[config.mk]
export PLATFORM = sky130hd
export DESIGN_NAME = mpeg_audio_pacer_flat
export DESIGN_NICKNAME = d
export VERILOG_FILES = /design/src/rtl/mpeg_audio_pacer_if.sv /design/src/rtl/mpeg_audio_pacer.sv /design/src/flat_wrapper.sv
export SDC_FILE = /design/constraint.sdc
export NUM_CORES = 1
export LEC_CHECK = 0
export ABC_AREA = 0
export ABC_CLOCK_PERIOD_IN_PS = 1800
export CAP_MARGIN = 10
export CORE_MARGIN = 8
export CORE_UTILIZATION = 35
export DETAILED_ROUTE_END_ITERATION = 10
export SYNTH_ARGS = -nofsm -noshare
export SYNTH_HDL_FRONTEND = slang
export SYNTH_SLANG_ARGS = --single-unit
[constraint.sdc]
create_clock -name clk -period 1.8 [get_ports clk]
set_input_delay 0.27 -clock clk [delete_from_list [all_inputs] [get_ports clk]]
set_output_delay 0.27 -clock clk [all_outputs]
set_load 0.05 [all_outputs]
[src/rtl/mpeg_audio_pacer_if.sv]
// Sample stream between the MPEG audio sample FIFO and its consumer.
//   write  : source has a valid sample on `sample`
//   strobe : sink is ready; a sample moves when write && strobe
//   sample : signed 16-bit PCM sample, valid while write is high
interface audiostream;
    logic               write;
    logic               strobe;
    logic signed [15:0] sample;

    modport sink   (input write, input sample, output strobe);
    modport source (output write, output sample, input strobe);
endinterface

[src/rtl/mpeg_audio_pacer.sv]
// MPEG audio pacer: pulls PCM samples from the sample FIFO, assembles left/right pairs
// (mono duplicated, stereo interleaved L then R) and presents one pair per sample_tick.
// Ports:
//   clk, reset       : clock, synchronous active-high reset
//   in               : audiostream sink (write/sample from FIFO, strobe driven here)
//   fifo_half_full   : FIFO has reached the start threshold
//   enable           : playback enable
//   stereo           : 1 = interleaved L,R; 0 = mono (latched while buffering)
//   sample_tick      : output sample-rate pulse
//   left, right      : registered output pair
//   sample_valid     : pulse the cycle after each sample_tick
//   playing          : high whenever not buffering
//   underrun_count   : saturating count of ticks that found no complete pair
module mpeg_audio_pacer #(
    parameter int unsigned UNDERRUN_CNT_W = 8
) (
    input  logic                      clk,
    input  logic                      reset,
    audiostream.sink                  in,
    input  logic                      fifo_half_full,
    input  logic                      enable,
    input  logic                      stereo,
    input  logic                      sample_tick,
    output logic signed [15:0]        left,
    output logic signed [15:0]        right,
    output logic                      sample_valid,
    output logic                      playing,
    output logic [UNDERRUN_CNT_W-1:0] underrun_count
);

    typedef enum logic [1:0] {StBuffering, StFetchL, StFetchR, StReady} state_t;

    state_t                    state_q, state_d;
    logic                      mode_stereo_q, mode_stereo_d;
    logic signed [15:0]        pair_l_q, pair_l_d;
    logic signed [15:0]        pair_r_q, pair_r_d;
    logic signed [15:0]        left_d, right_d;
    logic [UNDERRUN_CNT_W-1:0] count_d;
    logic                      accept;
    logic                      starved;
    state_t                    after_tick;

    assign in.strobe = (state_q == StFetchL || state_q == StFetchR) && !reset;
    assign accept    = in.write && in.strobe;
    assign playing   = (state_q != StBuffering);
    // Where a serviced tick leads once the pair has been consumed.
    assign after_tick = enable ? StFetchL : StBuffering;

    always_comb begin
        state_d       = state_q;
        mode_stereo_d = (state_q == StBuffering) ? stereo : mode_stereo_q;
        pair_l_d      = pair_l_q;
        pair_r_d      = pair_r_q;
        left_d        = left;
        right_d       = right;
        starved       = 1'b0;

        case (state_q)
            StBuffering: begin
                if (enable && fifo_half_full) state_d = StFetchL;
                if (sample_tick) begin
                    left_d  = '0;
                    right_d = '0;
                end
            end
            StFetchL: begin
                if (accept) begin
                    pair_l_d = in.sample;
                    if (mode_stereo_q) begin
                        state_d = StFetchR;
                        starved = sample_tick;
                    end else begin
                        pair_r_d = in.sample;
                        if (sample_tick) begin
                            // Bypass: the completing sample goes straight out.
                            left_d  = in.sample;
                            right_d = in.sample;
                            state_d = after_tick;
                        end else begin
                            state_d = StReady;
                        end
                    end
                end else if (sample_tick) begin
                    // FIFO is empty here (strobe is high), so re-prime.
                    starved = 1'b1;
                    state_d = StBuffering;
                end else if (!enable) begin
                    state_d = StBuffering;
                end
            end
            StFetchR: begin
                // Enable is ignored so the R sample is never dropped.
                if (accept) begin
                    pair_r_d = in.sample;
                    if (sample_tick) begin
                        left_d  = pair_l_q;
                        right_d = in.sample;
                        state_d = after_tick;
                    end else begin
                        state_d = StReady;
                    end
                end else if (sample_tick) begin
                    starved = 1'b1;
                end
            end
            StReady: begin
                if (sample_tick) begin
                    left_d  = pair_l_q;
                    right_d = pair_r_q;
                    state_d = after_tick;
                end
            end
            default: state_d = StBuffering;
        endcase

        if (starved) begin
            left_d  = '0;
            right_d = '0;
        end

        count_d = underrun_count;
        if (starved && (underrun_count != '1)) begin
            count_d = underrun_count + UNDERRUN_CNT_W'(1);
        end
    end

    always_ff @(posedge clk) begin
        if (reset) begin
            state_q        <= StBuffering;
            mode_stereo_q  <= 1'b0;
            pair_l_q       <= '0;
            pair_r_q       <= '0;
            left           <= '0;
            right          <= '0;
            sample_valid   <= 1'b0;
            underrun_count <= '0;
        end else begin
            state_q        <= state_d;
            mode_stereo_q  <= mode_stereo_d;
            pair_l_q       <= pair_l_d;
            pair_r_q       <= pair_r_d;
            left           <= left_d;
            right          <= right_d;
            sample_valid   <= sample_tick;
            underrun_count <= count_d;
        end
    end

endmodule

[src/flat_wrapper.sv]
// flat-port wrapper written by rule: the top's interface ports become plain ports
module mpeg_audio_pacer_flat 
#(
    parameter int unsigned UNDERRUN_CNT_W = 8
)
  (clk, reset, fifo_half_full, enable, stereo, sample_tick, left, right, sample_valid, playing, underrun_count, in_write, in_sample, in_strobe);
  audiostream in_i ();
  input  logic clk;
  input  logic reset;
  input  logic fifo_half_full;
  input  logic enable;
  input  logic stereo;
  input  logic sample_tick;
  output logic signed [15:0] left;
  output logic signed [15:0] right;
  output logic sample_valid;
  output logic playing;
  output logic [UNDERRUN_CNT_W-1:0] underrun_count;
  input wire logic [$bits(in_i.write)-1:0] in_write;
  input wire logic [$bits(in_i.sample)-1:0] in_sample;
  output wire logic [$bits(in_i.strobe)-1:0] in_strobe;
  assign in_i.write = in_write;
  assign in_i.sample = in_sample;
  assign in_strobe = in_i.strobe;
  mpeg_audio_pacer #(.UNDERRUN_CNT_W(UNDERRUN_CNT_W)) u_core (.clk(clk), .reset(reset), .in(in_i), .fifo_half_full(fifo_half_full), .enable(enable), .stereo(stereo), .sample_tick(sample_tick), .left(left), .right(right), .sample_valid(sample_valid), .playing(playing), .underrun_count(underrun_count));
endmodule
==> results_dict.tcl, run 1 <==
set metrics [dict create \
    seq_area_frac_synth 0.415 \
    layout_setup_ws_ns -0.162 \
    num_vias 3537 \
    outcome "complete, but fails checks" \
    viasPerCell 5.13 \
    final_common_cell "nand2_1" \
    clkPwrFrac 0.309 \
    layout_common_cells "nand2_1 (88), buf_4 (73), dfxtp_1 (72)" \
    slew_headroom 0.646 \
    pwr-share-seq 0.400 \
    period_needed_ns 1.96 \
    skew_ns 0.0102 \
    worstSetupStartpointType "flip-flop" \
    wl_um 11400 \
    dp_cells 649 \
    coreArea_sq_um 10200 \
    drive_above_1_share 0.283 \
    grt_pass1_vias 3477 \
    min_period_over_period 1.09 \
    drtAntennaViolNets 0 \
    power.density_nw_per_um2 824 \
    n_antenna_cell 0 \
    violations "setup timing" \
    crit_family "buffers and inverters" \
    synth_edf_count 0 \
    critPathBufInv 4 \
    synth_xor_area_frac 0 \
    power_switching_w 0.00140 \
    whs_ns 0.455 \
    setup_violations 56 \
    area_growth_pct 48.1 \
    end_kind "flip-flop" \
    layout.nets 578 \
    path_max_fanout 8 \
    htreeDepth 3 \
    synthSimpleGateAreaFrac 0.191 \
    rows 37 \
    rsz0062_at_grt "true" \
    fin_util 0.531 \
    final_cells 690 \
    grt_usage 0.159 \
    ir_drop_uv 450 \
    drv_slew 0 \
    die_x_um 118 \
    firstDrtPassIters 4 \
    cts_tree "yes" \
    clk_pin_slew_ns 0.09 \
    multiInputGateArea_sq_um 2110 \
    yosysWarningCount 0 \
    io_buffers 65 \
    postSynthCellCount 441 \
    route.detailed.drc 0 \
    synthMuxAreaShare 0.0986 \
    antenna_found_initial 0 \
    max_freq_mhz 510 \
    syn-cell-area_sq_um 3670 \
    synth_compound_area_frac 0.215 \
    finalHoldViolCount 0 \
    detail_route.iter0.violations 391 \
    worst_pin_slew_ns 0.530 \
    fin_area_sq_um 5430 \
    synth_area_per_cell_sq_um 8.31 \
    slowest_delay_ns 0.36 \
    ys.flop_type "dfxtp_1" \
    syn-num-nets 470 \
    fillers 948 \
    grt_pass1_wl_um 18300 \
    critical_path_class "reg -> reg" \
    cts_num_sinks 76 \
    root_buffer "clkbuf_8" \
    worst_path_max_delay_cell "dfxtp_2" \
    wl_per_cell_um 16.5 \
    cts.path.max_buffers 2 \
    dpl.hpwl_um 7100 \
    p_total_w 0.00448 \
    grt_max_degree 30 \
    p_int_w 0.00307 \
    comb_power_share 0.291 \
    yosys.area_share.adder 0.0205 \
    start_util 0.358 \
    place_area_sq_um 4710 \
    gp_congestion 0.795 \
    hold_class "reg -> reg" \
    swShare 0.313 \
    p_leak_nw 2.32 \
    crit_path_cell_trace "inv_4, ha_4, nand3b_4, buf_6, a221oi_4, buf_4, buf_12, mux2i_2, nor2_1" \
    cts_buffers 9 \
    regArea_sq_um 1530 \
    dieArea_sq_um 14000 \
    required_ns 2.04 \
    cap_viol_max_count 0 \
    clk_latency_ns 0.35 \
    async_flop_share 0 \
    fp.dieH_um 118 \
    io-pin-count 66 \
    synth_top_family_by_area "compound AO/OA/AOI/OAI gates" \
    arrival_ns 2.20 \
    synth.distinct_cells 42 \
    grt_overflow 0 \
    synth-seq-cells 76 \
]
## worst paths after layout
kind | startpoint | end | slack, ns | cells past startpoint
max | u_core.state_q[0]$_SDFFE_PP0P_ | u_core.pair_r_q[5]$_SDFFE_PP0P_ | -0.16 | 9
min | u_core.pair_l_q[1]$_SDFFE_PP0P_ | u_core.pair_l_q[1]$_SDFFE_PP0P_ | 0.45 | 2
max reg2reg | u_core.state_q[0]$_SDFFE_PP0P_ | u_core.pair_r_q[5]$_SDFFE_PP0P_ | -0.16 | 9
min reg2reg | u_core.pair_l_q[1]$_SDFFE_PP0P_ | u_core.pair_l_q[1]$_SDFFE_PP0P_ | 0.45 | 2
## power groups by stage
stage / logic (W) / registers [W] / clock network, W
after floorplan: 0.000559 / 0.00192 / 0
after global placement: 0.000996 / 0.00183 / 0
after detailed placement: 0.00101 / 0.00183 / 0
after CTS: 0.00118 / 0.00179 / 0.00142
after global routing: 0.00138 / 0.00180 / 0.00150
final: 0.00130 / 0.00179 / 0.00138
## layer usage
layer / global-route usage / up-vias / part of all wire
li1: - / 1772 / -
met1: 0.205 / 1662 / 0.46
met2: 0.254 / 90 / 0.47
met3: 0.0457 / 13 / 0.057
met4: 0.0416 / 0 / 0.014
met5: 0 / - / 0
## cells by family after synthesis
family,after synthesis
and+or+nand+nor,150
AOI/OAI and AO/OA,126
DFF,76
buffers and inverters,47
muxes,36
adders and majority gates,6
## cell type report
| class | count | share of cell area |
|---|---|---|
| clock buffers | 10 | 0.0253 |
| clock inverters | 6 | 0.0131 |
| inverters | 10 | 0.00737 |
| multi-input cells | 319 | 0.389 |
| flip-flops and latches | 76 | 0.281 |
| well taps | 136 | 0.0313 |
| repair buffers | 133 | 0.253 |
## state kept, by name, summed over array words and instances, names as in the netlist
signal                 flops
u_core.left               16
u_core.mode_stereo_q       1
u_core.pair_l_q           16
u_core.pair_r_q           16
u_core.right              16
u_core.sample_valid        1
u_core.state_q             2
u_core.underrun_count      8
## Yosys cell counts (2+ instances only)
cell type,n,area share
a21boi_1,16,0.033
buf_6,3,0.0092
nor2b_1,2,0.0034
nand2_1,88,0.090
nor2_1,25,0.026
o21ai_1,8,0.011
o31ai_1,3,0.0061
o211ai_1,3,0.0061
mux2i_1,35,0.096
or4_1,19,0.039
nor3_1,3,0.0041
ha_1,6,0.020
o21ai_0,32,0.044
or3_1,2,0.0034
clkbuf_1,23,0.024
a21oi_1,37,0.051
dfxtp_1,76,0.42
a22oi_1,17,0.035
nand3_1,3,0.0041
buf_2,8,0.011
inv_1,10,0.010
buf_4,2,0.0041
## through the flow
step | TNS, ns | setup WS, ns
floorplan | -1.47 | -0.0757
global placement | -12.11 | -0.290
detailed placement | -14.17 | -0.345
CTS | -5.08 | -0.150
global route | -10.25 | -0.253
finish | -5.65 | -0.162
## tightest hold or removal path, cell delays in order (launching register included)
cell and delay, ns:
dfxtp_1 0.31, nand2_1 0.05, a21oi_1 0.05
## timing repair
action                     in CTS  in global routing
resized for setup              20                 43
gates cloned                    5                  4
setup endpoints to repair      57                 71
pin swaps                       7                  3
buffers inserted               12                  4
hold buffers                    0                  0
Power figures use the tool's default switching activity.
==> inputs of run 2 (changes only) <==
- CORE_UTILIZATION: 35 -> 47
- PLACE_DENSITY: unset -> 0.76
==> results_dict.tcl, run 2 (synthesized netlist as in run 1, its figures left out) <==
set metrics [dict create \
    outcome "complete, but fails checks" \
    violations "setup timing" \
    coreArea_sq_um 7650 \
    clk_latency_ns 0.35 \
    viasPerCell 5.84 \
    ir_drop_uv 505 \
    root_buffer "clkbuf_8" \
    grt_pass1_wl_um 18100 \
    slew_headroom 0.659 \
    route.detailed.drc 0 \
    hold_depth 2 \
    clkPwrFrac 0.301 \
    max_freq_mhz 502 \
    cts_tree "yes" \
    power.density_nw_per_um2 815 \
    firstDrtPassIters 5 \
    detail_route.iter0.violations 245 \
    worst_path_max_delay_cell "dfxtp_2" \
    rows 32 \
    setup_tns_ns -6.78 \
    r2r_cells 10 \
    layout_common_cells "nand2_1 (83), dfxtp_1 (72), buf_4 (51)" \
    cts_buffers 9 \
    hold_class "reg -> reg" \
    cts_num_sinks 76 \
    drv_slew 0 \
    p_total_w 0.00442 \
    fin_util 0.709 \
    p_int_w 0.00304 \
    num_vias 3785 \
    path_max_fanout 6 \
    crit_path_cell_trace "inv_4, ha_4, nand3b_4, buf_6, o211ai_1, buf_4, buf_6, buf_12, nand2_4, mux2i_1" \
    drtAntennaViolNets 0 \
    grt_overflow 0 \
    io-pin-count 66 \
    io_buffers 65 \
    area_growth_pct 48.0 \
    worst_pin_slew_ns 0.510 \
    gp_congestion 0.842 \
    die_x_um 104 \
    wl_per_cell_um 18.4 \
    arrival_ns 2.27 \
    worstSetupStartpointType "flip-flop" \
    period_needed_ns 1.99 \
    wl_um 11900 \
    swShare 0.312 \
    min_period_over_period 1.11 \
    clk_pin_slew_ns 0.08 \
    grt_max_degree 33 \
    layout_setup_ws_ns -0.192 \
    grt_pass1_vias 3587 \
    end_kind "flip-flop" \
    pwr-share-seq 0.406 \
    power_switching_w 0.00138 \
    required_ns 2.07 \
    start_util 0.479 \
    finalHoldViolCount 0 \
    slowest_delay_ns 0.37 \
    fp.dieH_um 104 \
    path_common_cell "buf_6" \
    antenna_found_initial 0 \
    dieArea_sq_um 10900 \
    p_leak_nw 2.36 \
    cts.path.max_buffers 2 \
    setup_violations 55 \
    layout.nets 570 \
    postCtsHoldBufs 0 \
    drive_above_1_share 0.277 \
    comb_power_share 0.293 \
    n_antenna_cell 0 \
    skew_ns 0.0107 \
    htreeDepth 3 \
    grt_usage 0.200 \
    cap_viol_max_count 0 \
    rsz0062_at_grt "true" \
    critical_path_class "reg -> reg" \
    final_common_cell "nand2_1" \
    dpl.hpwl_um 6860 \
]
## run 2: changes by cell type in the layout (fill, tap and decap cells not counted), sizes merged
cell           before  now
buf                92   74
bufbuf              0    2
clkbuf             14   13
clkdlybuf4s50      23   28
dlygate4sd2         1    0
dlymetal6s2s       13   18
inv                12   11
o22a                2    3
## run 2: path summary, 6_finish.rpt
path	slack [ns]	start	end
hold reg to reg	0.45	u_core.pair_l_q[14]$_SDFFE_PP0P_	u_core.pair_l_q[14]$_SDFFE_PP0P_
hold / removal	0.45	u_core.pair_l_q[14]$_SDFFE_PP0P_	u_core.pair_l_q[14]$_SDFFE_PP0P_
setup / recovery	-0.19	u_core.state_q[1]$_SDFFE_PP0P_	u_core.left[4]$_SDFFE_PP0P_
setup reg to reg	-0.19	u_core.state_q[1]$_SDFFE_PP0P_	u_core.left[4]$_SDFFE_PP0P_
## run 2: metal layers
metal	vias up	GRT usage	wire length [um]
met5	-	0	0
met4	0	0.0858	358
met3	35	0.0440	836
met2	178	0.344	5950
met1	1808	0.234	4770
li1	1764	-	-
## run 2: layout make-up
cell class,instances,area (sq um)
fill,558,2220
multi-input combinational,320,2200
sequential,76,1530
timing repair buffer,124,1320
clock buffer,11,141
tap,102,128
clock inverter,5,60.1
inverter,10,42.5
## run 2: worst max-delay path: cells and delay by family (launching register included)
| family | cells | cell delay, ns |
|---|---|---|
| AOI/OAI and AO/OA | 1 | 0.22 |
| DFF | 1 | 0.37 |
| and+or+nand+nor | 2 | 0.20 |
| muxes | 1 | 0.15 |
| buffers and inverters | 5 | 0.67 |
| adders and majority gates | 1 | 0.31 |
## run 2: power groups by stage
stage	combinational (W)	clock, W	sequential (W)
6_report	0.00129	0.00133	0.00180
3_3_place_gp	0.000993	0	0.00183
2_1_floorplan	0.000559	0	0.00192
4_1_cts	0.00116	0.00134	0.00179
5_1_grt	0.00136	0.00141	0.00180
3_5_place_dp	0.00101	0	0.00183
## run 2: metrics by stage
stage	std cells	instance area (sq um)	setup WS, ns	hold WS (ns)
floorplan	441	3740	-0.0757	0.406
global placement	612	4680	-0.195	0.438
detailed placement	612	4680	-0.261	0.445
CTS	642	5120	-0.118	0.456
global route	648	5420	-0.225	0.477
finish	648	5420	-0.192	0.453
## run 2: repair_timing
action / 4_1_cts / 5_1_grt
gates cloned: 6 / 2
pin swaps: 8 / 17
setup buffers: 8 / 6
setup endpoints to repair: 56 / 92
resized for setup: 22 / 70
==> inputs of run 3 (changes only) <==
- CORE_MARGIN: 8 -> unset
==> results_dict.tcl, run 3 (synthesized netlist as in run 1, its figures left out) <==
set metrics [dict create \
    p_leak_nw 2.17 \
    reg2reg_slack_ns -0.17 \
    drv_slew 0 \
    finalHoldViolCount 0 \
    htreeDepth 3 \
    gp_congestion 0.843 \
    layout_setup_ws_ns -0.168 \
    clk_latency_ns 0.35 \
    num_vias 3676 \
    required_ns 2.04 \
    wl_um 10400 \
    rsz0062_at_grt "true" \
    rows 31 \
    cts_buffers 9 \
    grt_pass1_wl_um 16200 \
    viasPerCell 5.67 \
    slowest_delay_ns 0.38 \
    p_int_w 0.00317 \
    layout_common_cells "nand2_1 (88), dfxtp_1 (72), buf_4 (65)" \
    arrival_ns 2.21 \
    violations "setup timing" \
    swShare 0.296 \
    timing.rr.end "u_core.pair_r_q[7]$_SDFFE_PP0P_" \
    endpoint "u_core.pair_r_q[7]$_SDFFE_PP0P_" \
    antenna_found_initial 0 \
    io-pin-count 66 \
    end_kind "flip-flop" \
    root_buffer "clkbuf_8" \
    period_needed_ns 1.97 \
    start_util 0.495 \
    fin_area_sq_um 5310 \
    dpl.hpwl_um 6660 \
    drtAntennaViolNets 0 \
    dieArea_sq_um 8160 \
    n_antenna_cell 0 \
    wl_per_cell_um 16.1 \
    drive_above_1_share 0.271 \
    grt_max_degree 29 \
    r2r_cells 8 \
    comb_power_share 0.267 \
    clk_pin_slew_ns 0.08 \
    setup_violations 54 \
    max_freq_mhz 508 \
    hold_class "reg -> reg" \
    detail_route.iter0.violations 296 \
    setup_tns_ns -6.02 \
    worst_pin_slew_ns 0.505 \
    cap_viol_max_count 0 \
    ir_drop_uv 578 \
    path_common_cell "buf_6" \
    worstReg2RegStart "u_core.state_q[1]$_SDFFE_PP0P_" \
    pwr-share-seq 0.397 \
    worst_path_max_delay_cell "dfxtp_4" \
    layout.nets 573 \
    critical_path_class "reg -> reg" \
    min_period_over_period 1.09 \
    power_switching_w 0.00133 \
    cts.path.max_buffers 2 \
    slew_headroom 0.662 \
    worstSetupStartpointType "flip-flop" \
    die_x_um 90.3 \
    cts_num_sinks 76 \
    skew_ns 0.00846 \
    crit_path_cell_trace "inv_4, ha_4, nand3b_4, buf_6, a221oi_4, buf_6, mux2i_1, nor2_1" \
    grt_pass1_vias 3365 \
    crit_start "u_core.state_q[1]$_SDFFE_PP0P_" \
    io_buffers 65 \
    firstDrtPassIters 5 \
    path_max_fanout 8 \
    final_common_cell "nand2_1" \
    grt_overflow 0 \
    cts_tree "yes" \
    place_area_sq_um 4740 \
    fp.dieH_um 90.3 \
    route.detailed.drc 0 \
    power.density_nw_per_um2 849 \
    clkPwrFrac 0.336 \
    postCtsHoldBufs 0 \
    outcome "complete, but fails checks" \
    coreArea_sq_um 7410 \
    area_growth_pct 44.7 \
    grt_usage 0.245 \
]
## run 3: changes by cell type in the layout (fill, tap and decap cells not counted), sizes merged
cell           change
bufinv             +1
buf                +6
clkinvlp           -1
o22a               -1
clkbuf             -2
bufbuf             -2
clkdlybuf4s50     +11
dlymetal6s2s       -9
## run 3: repair_timing
item                       CTS  global route
pin swaps                    4            15
setup buffers                9             2
cloned                       1             1
setup endpoints to repair   55            67
gates resized for setup     19            44
## run 3: worst max-delay path: cells and delay by family, from the launching register on
kind | cells | cell delay, ns
buffers and inverters | 3 | 0.41
DFF | 1 | 0.38
AOI/OAI and AO/OA | 1 | 0.34
adders and majority gates | 1 | 0.30
muxes | 1 | 0.22
and+or+nand+nor | 2 | 0.20
## run 3: worst min-delay path by stage
stage,start,to,depth (start not counted)
finish,u_core.pair_l_q[14]$_SDFFE_PP0P_,u_core.pair_l_q[14]$_SDFFE_PP0P_,2
floorplan,in_sample[0],u_core.pair_l_q[0]$_SDFFE_PP0P_,2
global placement,u_core.pair_l_q[4]$_SDFFE_PP0P_,u_core.pair_l_q[4]$_SDFFE_PP0P_,2
global route,u_core.pair_l_q[8]$_SDFFE_PP0P_,u_core.pair_l_q[8]$_SDFFE_PP0P_,2
CTS,u_core.pair_l_q[14]$_SDFFE_PP0P_,u_core.pair_l_q[14]$_SDFFE_PP0P_,2
detailed placement,u_core.pair_l_q[4]$_SDFFE_PP0P_,u_core.pair_l_q[4]$_SDFFE_PP0P_,2
## run 3: final cells by class
cell class	count	area, sq um
multi-input cells	319	2140
fillers	558	2100
flip-flops and latches	76	1530
repair buffers	128	1240
clock buffers	11	151
well taps	99	124
clock inverters	5	82.6
inverters	10	42.5
## run 3: through the flow
stage	cells	hold WS (ns)	worst slack, ns	util	total power [W]
after global routing	648	0.486	-0.280	0.716	0.00467
after floorplan	441	0.406	-0.0757	-	0.00247
final	648	0.455	-0.168	0.716	0.00450
after CTS	646	0.456	-0.148	0.695	0.00444
after global placement	620	0.438	-0.286	0.639	0.00282
after detailed placement	620	0.445	-0.412	0.639	0.00284
## run 3: layer usage
layer  vias to the layer above  track usage  share of wire
met2                       112        0.398           0.49
met4                         0        0.118          0.022
met5                         -            0              0
met3                        23       0.0345          0.039
met1                      1786        0.319           0.45
li1                       1755            -              -
## run 3: power groups by stage
stage	clock [W]	combinational (W)	sequential (W)
6_report	0.00151	0.00120	0.00179
4_1_cts	0.00152	0.00114	0.00179
5_1_grt	0.00160	0.00127	0.00180
3_3_place_gp	0	0.000992	0.00182
2_1_floorplan	0	0.000559	0.00192
3_5_place_dp	0	0.00101	0.00183
